<file path="src/rtl/serial_sub_pkg.sv">
// Shared definitions for the bit-serial subtractor.
// Contents:
//   SUB_WIDTH_DEFAULT - default operand/result width
//   state_e           - FSM state encoding (IDLE=0, SHIFT=1, DONE=2; 3 is illegal)
package serial_sub_pkg;

  localparam int unsigned SUB_WIDTH_DEFAULT = 4;

  typedef enum logic [1:0] {
    ST_IDLE  = 2'd0,
    ST_SHIFT = 2'd1,
    ST_DONE  = 2'd2
  } state_e;

endpackage

</file>
<file path="src/rtl/full_sub_1bit.sv">
// One-bit full subtractor cell, the subtracting twin of the adder's 1-bit
// full-adder cell. Purely combinational.
// Ports:
//   a    - minuend bit
//   b    - subtrahend bit
//   bin  - borrow in
//   d    - difference bit, a ^ b ^ bin
//   bout - borrow out, set when a < b + bin
module full_sub_1bit (
  input  logic a,
  input  logic b,
  input  logic bin,
  output logic d,
  output logic bout
);

  assign d    = a ^ b ^ bin;
  // Borrow when b exceeds a outright, or when the bits tie and a borrow is pending.
  assign bout = (~a & b) | (~(a ^ b) & bin);

endmodule

</file>
<file path="src/rtl/serial_sub_4bit.sv">
// Bit-serial subtractor: diff = a - b - bin, one bit per clock, LSB first,
// through a single full_sub_1bit cell and a borrow flop.
// Ports:
//   clk   - clock, rising edge
//   rst   - synchronous active-high reset
//   start - request, only sampled in IDLE
//   a, b  - minuend / subtrahend, captured on the accepting edge
//   bin   - borrow in, captured on the accepting edge
//   diff  - result, held from done until the next accepted start
//   bout  - final borrow out, same hold rule as diff
//   busy  - high while in SHIFT or DONE
//   done  - one-cycle pulse when diff/bout become valid
module serial_sub_4bit
  import serial_sub_pkg::*;
#(
  parameter int unsigned WIDTH = SUB_WIDTH_DEFAULT
) (
  input  logic             clk,
  input  logic             rst,
  input  logic             start,
  input  logic [WIDTH-1:0] a,
  input  logic [WIDTH-1:0] b,
  input  logic             bin,
  output logic [WIDTH-1:0] diff,
  output logic             bout,
  output logic             busy,
  output logic             done
);

  localparam int unsigned      CNT_W    = (WIDTH > 1) ? $clog2(WIDTH) : 1;
  localparam logic [CNT_W-1:0] LAST_BIT = CNT_W'(WIDTH - 1);

  state_e           state_q, state_d;
  logic [WIDTH-1:0] a_q, a_d;
  logic [WIDTH-1:0] b_q, b_d;
  logic [WIDTH-1:0] res_q, res_d;
  logic [WIDTH-1:0] diff_q, diff_d;
  logic [CNT_W-1:0] cnt_q, cnt_d;
  logic             br_q, br_d;
  logic             bout_q, bout_d;
  logic             busy_q, busy_d;
  logic             done_q, done_d;
  logic             d_s;
  logic             br_next_s;

  full_sub_1bit u_cell (
    .a    (a_q[0]),
    .b    (b_q[0]),
    .bin  (br_q),
    .d    (d_s),
    .bout (br_next_s)
  );

  // Next-state, datapath and output-register logic.
  always_comb begin
    state_d = state_q;
    a_d     = a_q;
    b_d     = b_q;
    res_d   = res_q;
    diff_d  = diff_q;
    cnt_d   = cnt_q;
    br_d    = br_q;
    bout_d  = bout_q;
    done_d  = 1'b0;

    case (state_q)
      ST_IDLE: begin
        if (start) begin
          state_d = ST_SHIFT;
          a_d     = a;
          b_d     = b;
          br_d    = bin;
          cnt_d   = {CNT_W{1'b0}};
          res_d   = {WIDTH{1'b0}};
        end else begin
          state_d = ST_IDLE;
        end
      end
      ST_SHIFT: begin
        res_d = {d_s, res_q[WIDTH-1:1]};
        a_d   = {1'b0, a_q[WIDTH-1:1]};
        b_d   = {1'b0, b_q[WIDTH-1:1]};
        br_d  = br_next_s;
        cnt_d = cnt_q + CNT_W'(1);
        if (cnt_q == LAST_BIT) begin
          // The last bit is still in flight, so publish the shifted value
          // directly; diff/bout and done then appear together on DONE entry.
          state_d = ST_DONE;
          diff_d  = {d_s, res_q[WIDTH-1:1]};
          bout_d  = br_next_s;
          done_d  = 1'b1;
        end else begin
          state_d = ST_SHIFT;
        end
      end
      ST_DONE: begin
        state_d = ST_IDLE;
      end
      default: begin
        // The unused encoding falls back to IDLE.
        state_d = ST_IDLE;
      end
    endcase

    busy_d = (state_d == ST_SHIFT) || (state_d == ST_DONE);
  end

  // State and datapath registers with synchronous reset.
  always_ff @(posedge clk) begin
    if (rst) begin
      state_q <= ST_IDLE;
      a_q     <= {WIDTH{1'b0}};
      b_q     <= {WIDTH{1'b0}};
      res_q   <= {WIDTH{1'b0}};
      diff_q  <= {WIDTH{1'b0}};
      cnt_q   <= {CNT_W{1'b0}};
      br_q    <= 1'b0;
      bout_q  <= 1'b0;
      busy_q  <= 1'b0;
      done_q  <= 1'b0;
    end else begin
      state_q <= state_d;
      a_q     <= a_d;
      b_q     <= b_d;
      res_q   <= res_d;
      diff_q  <= diff_d;
      cnt_q   <= cnt_d;
      br_q    <= br_d;
      bout_q  <= bout_d;
      busy_q  <= busy_d;
      done_q  <= done_d;
    end
  end

  assign diff = diff_q;
  assign bout = bout_q;
  assign busy = busy_q;
  assign done = done_q;

endmodule
</file>
<file path="config.mk">
export PLATFORM = sky130hd
export DESIGN_NAME = serial_sub_4bit
export DESIGN_NICKNAME = d
export VERILOG_FILES = /design/src/rtl/serial_sub_pkg.sv /design/src/rtl/full_sub_1bit.sv /design/src/rtl/serial_sub_4bit.sv
export SDC_FILE = /design/constraint.sdc
export NUM_CORES = 1
export LEC_CHECK = 0
export ABC_CLOCK_PERIOD_IN_PS = 1600
export BUFFER_PORTS_ARGS = -buffer_cell sky130_fd_sc_hd__buf_4
export CAP_MARGIN = 5
export CORE_MARGIN = 2
export CORE_UTILIZATION = 54
export CTS_BUF_LIST = sky130_fd_sc_hd__clkbuf_4
export CTS_CLUSTER_DIAMETER = 80
export CTS_CLUSTER_SIZE = 25
export DETAILED_ROUTE_END_ITERATION = 7
export PLACE_DENSITY = 0.79
export SLEW_MARGIN = 20
export SYNTH_ARGS = -nofsm -noshare
export SYNTH_HDL_FRONTEND = slang
export SYNTH_SLANG_ARGS = --single-unit
</file>
<file path="constraint.sdc">
create_clock -name clk -period 1.6 [get_ports clk]
set_input_delay 0.24 -clock clk [delete_from_list [all_inputs] [get_ports clk]]
set_output_delay 0.24 -clock clk [all_outputs]
set_load 0.01 [all_outputs]
</file>
* Word level (Yosys, flattened, before mapping)
Cells that the tools add are included. Widths: inputs -> output; s select.
Storage, ports and cells: register bits 24, output and inout port bits 7, bits of input ports 12, word-level logic and storage cells 44
Operators by class: muxes and demuxes 14, bitwise operators 8, reductions and logical operators 6, equal/unequal tests 5, add/subtract/negate cells 1
Operators with widths (count):
- $pmux 4 s2 | 3
- $mux 4 | 3
- $pmux 2 s2 | 2
- $eq 2x1->1 const B | 2
- $eq 2x2->1 const B | 2
- $mux 2 | 2
- $reduce_and 2->1 | 2
- $mux 1 | 3
- $not 1->1 | 3
- $add 2x1->2 const B | 1
- $and 1x1->1 | 2
- $logic_not 2->1 | 1
- $ne 2x2->1 const B | 1
- $pmux 1 s2 | 1
- $reduce_bool 2->1 | 1
- $reduce_or 2->1 | 1
- $xor 1x1->1 | 2
- $logic_or 1x1->1 | 1
- $or 1x1->1 | 1

* Depth between registers and ports, before layout
Gate-level depths: netlist of the first run.
word-level depth 5, mapped depth 5, depth with buffers taken out 5

* Hierarchy
Synthesis of the first run repeated with hierarchy kept, for this count alone.
Second synthesis, totals: cells, all modules 96, area total of the unflattened synthesis 917.1 sq um
Modules (own cells, without submodules):
- serial_sub_4bit | area an instance 885.8 sq um, times used 1, seq. area each 460.4 sq um, cells each 92
- full_sub_1bit | area an instance 31.3 sq um, times used 1, seq. area each 0.0 sq um, cells each 4

* Worst setup path before layout of the first run
Ideal clock, no wire load.
path kind register to register, start reg b_q[0], end reg res_q[3], path slack 427 ps, clock period less this slack 1173 ps, library setup time 128 ps, required time 1472 ps, arrival 1045 ps, path buffers 0, stages on the path, launching flop included 5, cell sequence dfxtp_1 > inv_1 > fa_1 > a22oi_1 > nor2_1
Between the ends: cells in the longest elaborated chain, start to end 3
Ends and longest elaborated chain:
- start: declaration | RTL line serial_sub_4bit.sv:35 | logic [WIDTH-1:0] b_q, b_d;
- start signal: assignment | RTL line serial_sub_4bit.sv:113 | b_q <= {WIDTH{1'b0}};
- $xor 1x1->1 (2 in a row) | RTL line full_sub_1bit.sv:17 | assign d = a ^ b ^ bin;
- net d_s | RTL line serial_sub_4bit.sv:43 | logic d_s;
- $pmux 4 s2 | RTL line serial_sub_4bit.sv:66 | case (state_q)
- end signal: assignment | RTL line serial_sub_4bit.sv:114 | res_q <= {WIDTH{1'b0}};
- end signal: assignment | RTL line serial_sub_4bit.sv:125 | res_q <= res_d;
- end: declaration | RTL line serial_sub_4bit.sv:36 | logic [WIDTH-1:0] res_q, res_d;
The timed path passes the listed nets, and every way through them passes these cells. A chain may end at the register's enable or synchronous reset.

* Worst setup path in the final report of the first run
start reg state_q[0], end reg bout_q, in the netlist bout
Between the ends: cells in the longest elaborated chain, start to end 2
Ends and longest elaborated chain:
- start: declaration | RTL line serial_sub_4bit.sv:33 | state_e state_q, state_d;
- start signal: assignment | RTL line serial_sub_4bit.sv:122 | state_q <= state_d;
- $eq 2x1->1 | RTL line serial_sub_4bit.sv:66
- $reduce_and 2->1 (no line)
- end signal: assignment | RTL line serial_sub_4bit.sv:129 | bout_q <= bout_d;
- end: declaration | RTL line serial_sub_4bit.sv:40 | logic bout_q, bout_d;
No other way between the ends.

==> results of run 1 <==
layout make-up:
type	count	area (um^2)	area share, %
Sequential cell	23	460.4	43.14
Multi-Input combinational cell	62	399.1	37.40
Timing Repair Buffer	20	150.1	14.07
Clock buffer	4	30.03	2.814
Tap cell	16	20.02	1.876
Inverter	2	7.507	0.7034
power by group:
group | switching, mW | total (mW) | internal (mW)
registers | 0.0169 | 0.616 | 0.599
clock network | 0.157 | 0.271 | 0.114
logic | 0.0618 | 0.123 | 0.0614
total | 0.236 | 1.01 | 0.775
path summary, 6_finish.rpt:
path	start	end	slack (ns)	cells after the start
max reg2reg	state_q[0]	bout	0.26	3
max	state_q[0]	bout	0.26	3
min	b[3]	b_q[3]	0.17	3
min reg2reg	diff[1]	diff[1]	0.47	2
Yosys cell counts:
cell type / count / share of area (%)
fa_1: 1 / 2.2
a311oi_1: 1 / 0.97
or3b_1: 1 / 0.97
nand2_1: 5 / 2.1
o21bai_2: 1 / 1.2
a21oi_1: 6 / 3.3
nor2_1: 16 / 6.7
clkbuf_1: 2 / 0.83
inv_1: 2 / 0.83
ha_1: 1 / 1.4
buf_4: 1 / 0.83
nand3b_1: 1 / 0.83
a22oi_1: 6 / 5.0
nor2b_1: 1 / 0.69
nand3_1: 4 / 2.2
buf_2: 4 / 2.2
dfxtp_1: 23 / 51
mux2i_1: 7 / 7.8
nand2b_1: 2 / 1.4
nor3b_1: 1 / 0.83
a211oi_1: 8 / 6.7
routing by layer:
| metal | vias to the layer above | part of all wire (%) |
|---|---|---|
| met1 | 316 | 52 |
| met5 | - | 0 |
| li1 | 363 | - |
| met4 | 0 | 1.1 |
| met3 | 2 | 2.7 |
| met2 | 10 | 44 |
cells in the final DEF, fill, tap and decap left out:
master	instances
nor3b_1	1
or3b_1	1
ha_1	1
nand3_1	4
a22oi_1	6
nor2b_1	1
clkbuf_4	4
inv_1	2
a211oi_1	8
a21oi_1	6
dfxtp_1	23
nor2_1	16
nand2b_1	2
nand2_1	5
buf_4	20
fa_1	1
o21bai_2	1
nand3b_1	1
a311oi_1	1
mux2i_1	7
critical path, stage by stage, from the launching register on:
cell,delay (ns)
dfxtp_1,0.48
nor2b_1,0.37
a21oi_1,0.12
a311oi_1,0.28
registers in the layout (all words and copies together) (netlist names):
name     cells
busy         1
b_q          4
br_q         1
a_q          4
diff         4
bout         1
res_q        3
done         1
state_q      2
cnt_q        2
cell families (layout without fill, tap and decap cells):
logic type      after synthesis  count (layout)  synth area share (%)
compound gates               22              22                 17.20
flops                        23              23                 51.04
simple gates                 31              31                 15.67
fa+ha+maj                     2               2                 3.606
mux                           7               7                 7.767
buf+inv                       9              26                 4.717
metrics by stage:
stage / utilization, % / hold WS, ns / cell area [um^2] / setup slack, ns / std cells
detailed placement: 67.29 / 0.4512 / 1037 / 0.3484 / 123
CTS: 69.24 / 0.1696 / 1067 / 0.2774 / 127
finish: 69.24 / 0.1748 / 1067 / 0.2568 / 127
global route: 69.24 / 0.1654 / 1067 / 0.1030 / 127
global placement: 67.29 / 0.4461 / 1037 / 0.3659 / 123
floorplan: - / 0.3121 / 902.1 / 0.4273 / 94
==> flow_results.org, run 1 <==
** Clock network
- Maximum buffer depth of the clock tree :: 2
- TritonCTS built the clock tree.
- For the worst-skew pair, the clock arrives at the later sink with an insertion delay of 0.30 ns.
- The number of clock buffers added by TritonCTS is 3.
- Post-CTS setup-driven buffer insertion count :: 0
- CTS Hold Buffers Added :: 0
- The clock net in this run drives a total of 23 sinks.
- After clock tree synthesis, the clock-pin slew on the worst setup and hold paths is 0.11 ns.
- Cell chosen for the clock root :: clkbuf_4
- In this run the number of H-tree levels came out at 1.
- Post-CTS sizing :: 0

** Hold path
- The path class of the tightest hold or removal check is input port to register.

** Finish
- Relative to the synthesized area, the layout overhead comes to 18.31%.
- Fill cells :: 129
- For this run, the post-layout net count is 126.
- Share of cells above drive strength 1 :: 22.52%
- Number of antenna repair diodes :: 0

** Synth
- Register bit count reported by yosys :: 23
- Warning count from the yosys run :: 0
- Synthesized netlist net count :: 108
- Number of distinct standard cells referenced by the synthesized netlist :: 21
- The synthesized netlist occupies a cell area of 902.1 um^2.
- Number of instances in the synthesized netlist :: 94
- Mean Syn Cell Area :: 9.597 um^2
- Register area share after synthesis :: 51.04%

** Detailed routing
- Violation count after the first detailed-routing iteration :: 18
- Across all layers, the routed design uses 691 vias.
- Avg Vias per Cell :: 5.441
- Once detail routing completed, the nets flagged for antenna violations numbered 0.
- In the final routed layout, each cell accounts on average for 12.39 um.
- For this run, design rule violations remaining after detail routing come to 0.
- For this block, the routed nets add up to 1574 um of wire.
- Before antenna repair, the detailed router went through 4 iterations.

** Global route
- Total congestion overflow :: 0
- First-pass GRT wire length :: 2739 um
- Global routing used 28.12% of the available met2 tracks.
- Met1 track demand over resource :: 25.88%
- Global routing used 6.000% of the available met3 tracks.
- Most Used Layer, Global Route :: met2
- Number of global-route vias before repair :: 620
- The number of antenna violations at the first check in global routing was 0.
- Global routing consumed, over all layers together, 18.95% of the routing resources.
- Maximum number of pins on one net before global-route repair :: 24

** Floorplanning
- The initialized floorplan defines 14 standard-cell rows.
- The initial utilization of the core area, before any placement, comes to 58.52%.
- Die width :: 44.87 um
- The core region is 1541 um^2.
- I/O pin count :: 19
- DIE AREA :: 2013 um^2
- Die height :: 44.87 um

** Job
- Count of max-cap constraint violations :: 0

** STA
- Max Transition Viols Final :: 0
- Max_slew headroom :: 70.91%
- For the pin with the worst max-slew slack, the measured transition is 0.4361 ns.
- Of the available clock period, the critical path in the final layout requires 83.95%.
- RSZ-0062 raised after global routing :: no
- Clock skew after layout :: 0.003856 ns
- The clock period could shrink to 1.343 ns.
- Setup violation total in the final timing report :: 0
- Timing would allow up to 0.7445 GHz.
- In the final timing run, aggregate negative setup slack is 0 ns.
- Count of endpoints failing hold in the final timing report :: 0

** Power
- Total chip power :: 1.011 mW
- Pwr per Cell Area :: 947.3 nW/um^2
- IR analysis of the VDD net gives a maximum drop of 0.0005544 V.
- For this design the static power due to leakage is 0.4523 nW.

** Placed design
- HPWL after DPL :: 1096 um
- Quantity of I/O buffers inserted on ports :: 18
- The congestion estimate from routability-driven global placement came to 0.8017.

** Critical path
- In this run the worst path has a maximum fanout of 8.
- STA classifies the critical path endpoint as a register.
- Worst path required time :: 1.81 ns
- Worst EP arrival :: 1.55 ns
- The critical path in this run is classified as register to register.
- STA classifies the critical path startpoint as a register.

** Outcome
- Status :: finished, final reports clean
No activity file was read; power rests on OpenSTA's default activity.
==> run 2: changes to the inputs <==
--- a/config.mk
+++ b/config.mk
@@ -5,7 +5,7 @@
 export SDC_FILE = /design/constraint.sdc
 export NUM_CORES = 1
 export LEC_CHECK = 0
-export ABC_CLOCK_PERIOD_IN_PS = 1600
+export ABC_CLOCK_PERIOD_IN_PS = 1250
 export BUFFER_PORTS_ARGS = -buffer_cell sky130_fd_sc_hd__buf_4
 export CAP_MARGIN = 5
 export CORE_MARGIN = 2
==> constraint.sdc (replaced) <==
create_clock -name clk -period 1.25 [get_ports clk]
set_input_delay 0.1875 -clock clk [delete_from_list [all_inputs] [get_ports clk]]
set_output_delay 0.1875 -clock clk [all_outputs]
set_load 0.01 [all_outputs]
==> flow_results.org, run 2 (synthesis gave the netlist of run 1 again) <==
** Outcome
- The flow ran to the end, and the final reports show no timing, DRC or antenna violations.

** Placed design
- Quantity of I/O buffers inserted on ports :: 18
- Cells after DPL :: 128
- Routability-driven placement finished with a final weighted congestion of 0.7929.
- HPWL after DPL :: 1199 um

** STA
- Max Transition Viols Final :: 0
- Max_slew headroom :: 81.67%
- Clock skew after layout :: 0.005817 ns
- Setup violation total in the final timing report :: 0
- The worst path uses 95.69% of the clock period.
- Count of endpoints failing hold in the final timing report :: 0
- After routing, the total negative slack on setup checks comes to 0 ns.
- Worst Hold Margin :: 0.1206 ns
- At the pin with the least slew margin, the transition time is 0.2741 ns.
- The worst path needs 1.196 ns of the cycle, external delays included.
- Setup repair after global routing could not meet its margin everywhere.
- Top achievable clock speed :: 0.8361 GHz

** Floorplanning
- Pin placement for this block handled 19 I/O pins.
- DIE AREA :: 2013 um^2
- The total area inside the core boundary comes to 1541 um^2.
- Measured along the x axis, the die boundary spans 44.87 um.
- Initial Util :: 58.52%
- Standard-cell rows :: 14
- In this run the vertical extent of the chip is 44.87 um.

** Detailed routing
- In the final routed layout, each cell accounts on average for 12.77 um.
- Wires add up to 1698 um.
- The detailed router finished its first iteration with 12 violations.
- Avg Vias per Cell :: 5.481
- Number of nets with antenna violations after routing :: 0
- Before antenna repair, the detailed router went through 4 iterations.
- The routed layout has 729 vias.
- After detailed routing, the number of remaining DRC violations is 0.

** Clock network
- Level count of the clock H-tree :: 1
- TritonCTS built the clock tree.
- In this run the clock root is driven by a clkbuf_4.
- Clock insertion delay at the later pin of the skew report :: 0.31 ns
- Maximum buffer depth of the clock tree :: 2
- The clock drives 23 sinks.
- After clock tree synthesis, the clock-pin slew on the worst setup and hold paths is 0.13 ns.
- Clock buffer count from CTS :: 3

** Global route
- Number of global-route vias before repair :: 630
- First-pass GRT wire length :: 2732 um
- Global-route usage over all layers :: 19.16%
- Entering global routing, the biggest net connects 24 pins.
- Total congestion overflow :: 0
- The number of antenna violations at the first check in global routing is 0.

** Critical path
- Origin of the critical flop-to-flop path :: b_q[0]
- Worst Path Class, Setup :: register to register
- Max Fanout on Critical Path :: 2
- The worst setup path is captured at a register.
- At the worst endpoint, the required time is 1.51 ns.
- R2r setup slk :: 0.05 ns
- Path depth of the worst reg2reg path :: 4
- The worst setup path is launched from a register.
- STA puts the critical path data arrival time at 1.45 ns.
- Endpoint of the worst-slack reg-to-reg timing path :: diff[3]

** Finish
- The repair_antennas step left the layout with diodes totalling 0.
- Storage cell area :: 464.2 um^2
- Share of cells above drive strength 1 :: 35.90%
- Leading cell types in the layout, fill and taps excluded :: buf_4 (26), dfxtp_1 (20), nor2_1 (16)
- Area of the multi-input gates :: 432.9 um^2
- Leading cell type in the layout, fill and taps excluded :: buf_4
- Fill cells in the final layout number 116.
- Finished Layout Cells :: 133
- Count of nets after finishing :: 132
- Area growth from synthesis to layout :: 27.18%

** Power
- Pwr per Cell Area :: 1150 nW/um^2
- Power comes to 1.319 mW.
- In this run the static leakage power is 0.4806 nW.
- The worst-case IR drop observed on VDD is 0.0008216 V.

** Hold path
- The startpoint identified for the worst hold timing path is a[3].
- Counting instances, the worst hold path has a depth of 3.
- The tightest min-delay check is of the input port to register type.
- For hold timing, the worst endpoint is a_q[3].

** Job
- Count of max-cap constraint violations :: 0
## run 2: what timing repair did
| action | 4_1_cts | 5_1_grt |
|---|---|---|
| buffers inserted | 0 | 1 |
| endpoints found under the setup margin | 5 | 14 |
| gates resized for setup | 2 | 10 |
| pin swaps | 1 | 3 |
| hold buffers | 0 | 0 |
## run 2: per-layer routing
metal | vias to the layer above | track usage (%) | share of wire [%]
met5 | - | 0 | 0
met4 | 0 | 10.59 | 0.77
met3 | 2 | 4.800 | 2.8
met2 | 10 | 30.14 | 45
met1 | 341 | 24.05 | 51
li1 | 376 | - | -
## run 2: worst max-delay path, cell delays in order, from the launching register on
cell and delay, ns:
dfxtp_2 0.35, inv_2 0.04, fa_2 0.58, nand3_2 0.07, a21oi_2 0.10
## run 2: worst max-delay path by stage
stage,slack [ns],startpoint,end
6_report,0.05,b_q[0],diff[3]
5_1_grt,-0.005,b_q[0],diff[3]
4_1_cts,0.03,state_q[1],a_q[2]
3_5_place_dp,0.004,b_q[0],br_q
3_3_place_gp,0.06,state_q[0],diff[0]
2_1_floorplan,0.08,b_q[0],res_q[3]
## run 2: cell type report
type	count	area share [%]
inverters	2	0.6543
clock inverters	1	0.4362
multi-input cells	62	37.73
repair buffers	26	17.01
well taps	16	1.745
clock buffers	3	1.963
flip-flops and latches	23	40.46
## run 2: per-stage QoR
| step | setup WS (ns) | cell area, um^2 | util (%) |
|---|---|---|---|
| 2_1_floorplan | 0.07729 | 902.1 | - |
| 3_3_place_gp | 0.06155 | 1075 | 69.72 |
| 3_5_place_dp | 0.003893 | 1075 | 69.72 |
| 4_1_cts | 0.03032 | 1106 | 71.75 |
| 5_1_grt | -0.004933 | 1147 | 74.43 |
| 6_report | 0.05391 | 1147 | 74.43 |
## run 2: where the power goes
group	internal, mW	switching [mW]	total, mW
registers	0.769	0.0253	0.794
logic	0.0993	0.0876	0.187
clock network	0.119	0.219	0.338
total	0.987	0.332	1.32
==> run 3: changes to the inputs <==
--- a/config.mk
+++ b/config.mk
@@ -5,16 +5,16 @@
 export SDC_FILE = /design/constraint.sdc
 export NUM_CORES = 1
 export LEC_CHECK = 0
+export ABC_AREA = 1
 export ABC_CLOCK_PERIOD_IN_PS = 1250
 export BUFFER_PORTS_ARGS = -buffer_cell sky130_fd_sc_hd__buf_4
 export CAP_MARGIN = 5
-export CORE_MARGIN = 2
-export CORE_UTILIZATION = 54
+export CORE_UTILIZATION = 56
 export CTS_BUF_LIST = sky130_fd_sc_hd__clkbuf_4
 export CTS_CLUSTER_DIAMETER = 80
 export CTS_CLUSTER_SIZE = 25
 export DETAILED_ROUTE_END_ITERATION = 7
-export PLACE_DENSITY = 0.79
+export PLACE_DENSITY = 0.81
 export SLEW_MARGIN = 20
 export SYNTH_ARGS = -nofsm -noshare
 export SYNTH_HDL_FRONTEND = slang
==> flow_results.org, run 3 <==
** Clock network
- TritonCTS created 3 clock buffers.
- Hold repair after CTS inserted 0 buffers.
- CTS saw 23 sinks.
- Clock-pin slew was measured on the worst setup and hold paths at 0.13 ns.
- CTS tree :: yes
- Maximum buffer depth of the clock tree :: 2
- The later pin in the worst-skew pair is clocked with a latency of 0.31 ns.
- In this run the clock root is driven by a clkbuf_4.
- CTS built an H-tree with a depth of 1.

** Synth
- Synthesis handed over a netlist of 134 instances.
- Syn Std Cell Area :: 993.5 um^2
- By instance count, the leading cell after synthesis is dfxtp_1.
- Area share of the leading cell type in the synthesized netlist :: 46.35%
- By count the netlist is led by dfxtp_1 (23), nand2_1 (21), nor2_1 (20).
- After synthesis, the share of flip-flops with an asynchronous set or reset is 0%.
- For this run, the leading register cell type out of synthesis is dfxtp_1.
- Largest cells by area after synthesis :: dfxtp_1 (46%), nand2_1 (7.9%), nor2_1 (7.6%), inv_1 (7.2%), a21oi_1 (7.1%)
- For this run, the register share of the synthesized area comes to 46.35%.
- The largest total area in the synthesized netlist belongs to dfxtp_1.
- In this run, distinct cell masters in the synthesized netlist total 17.
- Register bit count reported by yosys :: 23
- When the netlist entered floorplanning its net count stood at 148.
- Mean Syn Cell Area :: 7.414 um^2
- Warning count from the yosys run :: 0
- In this run, synthesis inferred 0 flip-flops with an integrated enable.

** Detailed routing
- Dividing the detail-routed wire length by the instance count gives 10.94 um.
- Detailed-router iteration count before antenna repair :: 6
- The routed layout has 878 vias.
- Violation count after the first detailed-routing iteration :: 16
- DRC viols :: 3
- Avg Vias per Cell :: 5.075
- Total detailed-routing wirelength :: 1893 um
- Number of nets with antenna violations after routing :: 0

** Power
- Fraction of power spent switching nets :: 26.90%
- In this run, the combinational gates consume 15.5% of the power.
- The internal power of the cells totals 0.9876 mW.
- Total chip power :: 1.351 mW
- Reg power frac :: 58.6%
- For this design the static power due to leakage is 0.5727 nW.
- Switching power :: 0.3634 mW
- Clk pwr share :: 25.8%
- Pwr per Cell Area :: 1126 nW/um^2
- Largest voltage drop on the vdd net :: 0.0007265 V

** Finish
- Final core utilization :: 76.11%
- Of the cells placed in the final design, the portion with a size suffix greater than 1 is 25.48%.
- 0 antenna diodes ended up in the layout.
- The area growth from synthesis to layout is 20.78%.
- The finished layout holds 173 standard cells, fillers aside.
- Leaving out fill and tap cells, the most frequent cells in the layout are dfxtp_1 (22), buf_4 (22), nand2_1 (21).
- The net count of the finished layout is 172.

** Critical path
- The worst setup path is of the register to register kind.
- Along the worst path, the maximum fanout reaches 2.
- For the worst setup path, the data arrival time is 1.47 ns.
- STA classifies the critical path endpoint as a register.
- STA classifies the critical path startpoint as a register.
- Worst path required time :: 1.51 ns

** STA
- Slew at the pin closest to its max-slew limit :: 0.4072 ns
- Summed over all failing endpoints, the final setup total negative slack is 0 ns.
- Static timing analysis puts the maximum clock frequency at 0.8253 GHz.
- Clock skew after layout :: 0.001070 ns
- The number of pins exceeding their max-slew limit in the final report was 0.
- Hold timing on the final database bottoms out at a slack of 0.08952 ns.
- The routed design could run at a clock period as short as 1.212 ns.
- Count of endpoints failing hold in the final timing report :: 0
- In the finished design, the share of the clock period the worst path needs comes to 96.94%.
- Headroom to the max-slew limit came out at 72.75%.
- Setup violation total in the final timing report :: 0

** Global route
- Total congestion overflow :: 0
- Number of global-route vias before repair :: 814
- First-pass GRT wire length :: 3394 um
- Antenna violations before repair :: 0
- In the global route stage, overall resource usage came out at 23.78%.
- Maximum number of pins on one net before global-route repair :: 17

** Placed design
- Routability-driven placement finished with a final weighted congestion of 0.8131.
- The wire-length estimate of the detail-placed layout is 1423 um.
- Cells after DPL :: 169
- Quantity of I/O buffers inserted on ports :: 18

** Hold path
- In this run the worst hold path is classified as input port to register.

** Outcome
- The flow ran to the end, but the final reports show violations.
- Failing checks :: DRC

** Floorplanning
- In this run the vertical extent of the chip is 44.12 um.
- Core area :: 1577 um^2
- I/O pin count :: 19
- Initial Util :: 63.02%
- Standard-cell rows :: 14
- DIE AREA :: 1947 um^2
- Die width :: 44.12 um

** Job
- Across the run, the number of max-cap violations was 0.
run 3: power groups by stage:
stage	Combinational (mW)	Clock, mW	Sequential (mW)
2_1_floorplan	0.135	0	0.803
3_3_place_gp	0.199	0	0.806
3_5_place_dp	0.207	0	0.808
4_1_cts	0.208	0.357	0.791
5_1_grt	0.239	0.382	0.798
6_report	0.210	0.349	0.792
run 3: worst paths after layout:
path / from / slack [ns] / end / depth (start not counted)
setup / recovery: b_q[0] / 0.04 / res_q[3] / 4
hold / removal: rst / 0.09 / b_q[3] / 2
setup reg to reg: b_q[0] / 0.04 / res_q[3] / 4
hold reg to reg: cnt_q[0] / 0.48 / cnt_q[0] / 1
run 3: logic make-up (layout without fill, tap and decap cells):
kind of cell	count (synthesis)	after routing	synth area share, %
AO/OA/AOI/OAI	24	24	12.34
AND/OR/NAND/NOR	59	59	26.45
buffers and inverters	26	49	11.59
flip-flops	23	23	46.35
adder cells (fa/ha/maj)	2	2	3.274
run 3: critical path, stage by stage, from the launching register on:
cell and delay, ns:
dfxtp_2 0.35, inv_1 0.06, fa_2 0.58, nand2_1 0.06
a21oi_1 0.12
run 3: metal layers:
layer	GRT usage (%)	vias to the layer above	part of all wire, %
met5	0	-	0
met1	30.73	383	46
li1	-	460	-
met3	2.857	4	5.7
met2	37.94	31	47
met4	14.55	0	1.6
run 3: final cells by class:
type	instances	area (um^2)
Timing Repair Buffer	23	185.2
Fill cell	126	376.6
Inverter	22	82.58
Clock inverter	1	5.005
Sequential cell	23	461.7
Multi-Input combinational cell	85	422.9
Clock buffer	3	22.52
Tap cell	16	20.02
run 3: through the flow:
step | setup slack, ns | instance area, um^2
after floorplan | 0.1186 | 993.5
after global placement | 0.1085 | 1166
after detailed placement | 0.06668 | 1166
after CTS | 0.03638 | 1194
after global routing | -0.001452 | 1200
final | 0.03825 | 1200
run 3: repair_timing:
item,CTS,global route
setup buffers,0,0
resized for setup,0,3
setup endpoints to repair,0,3
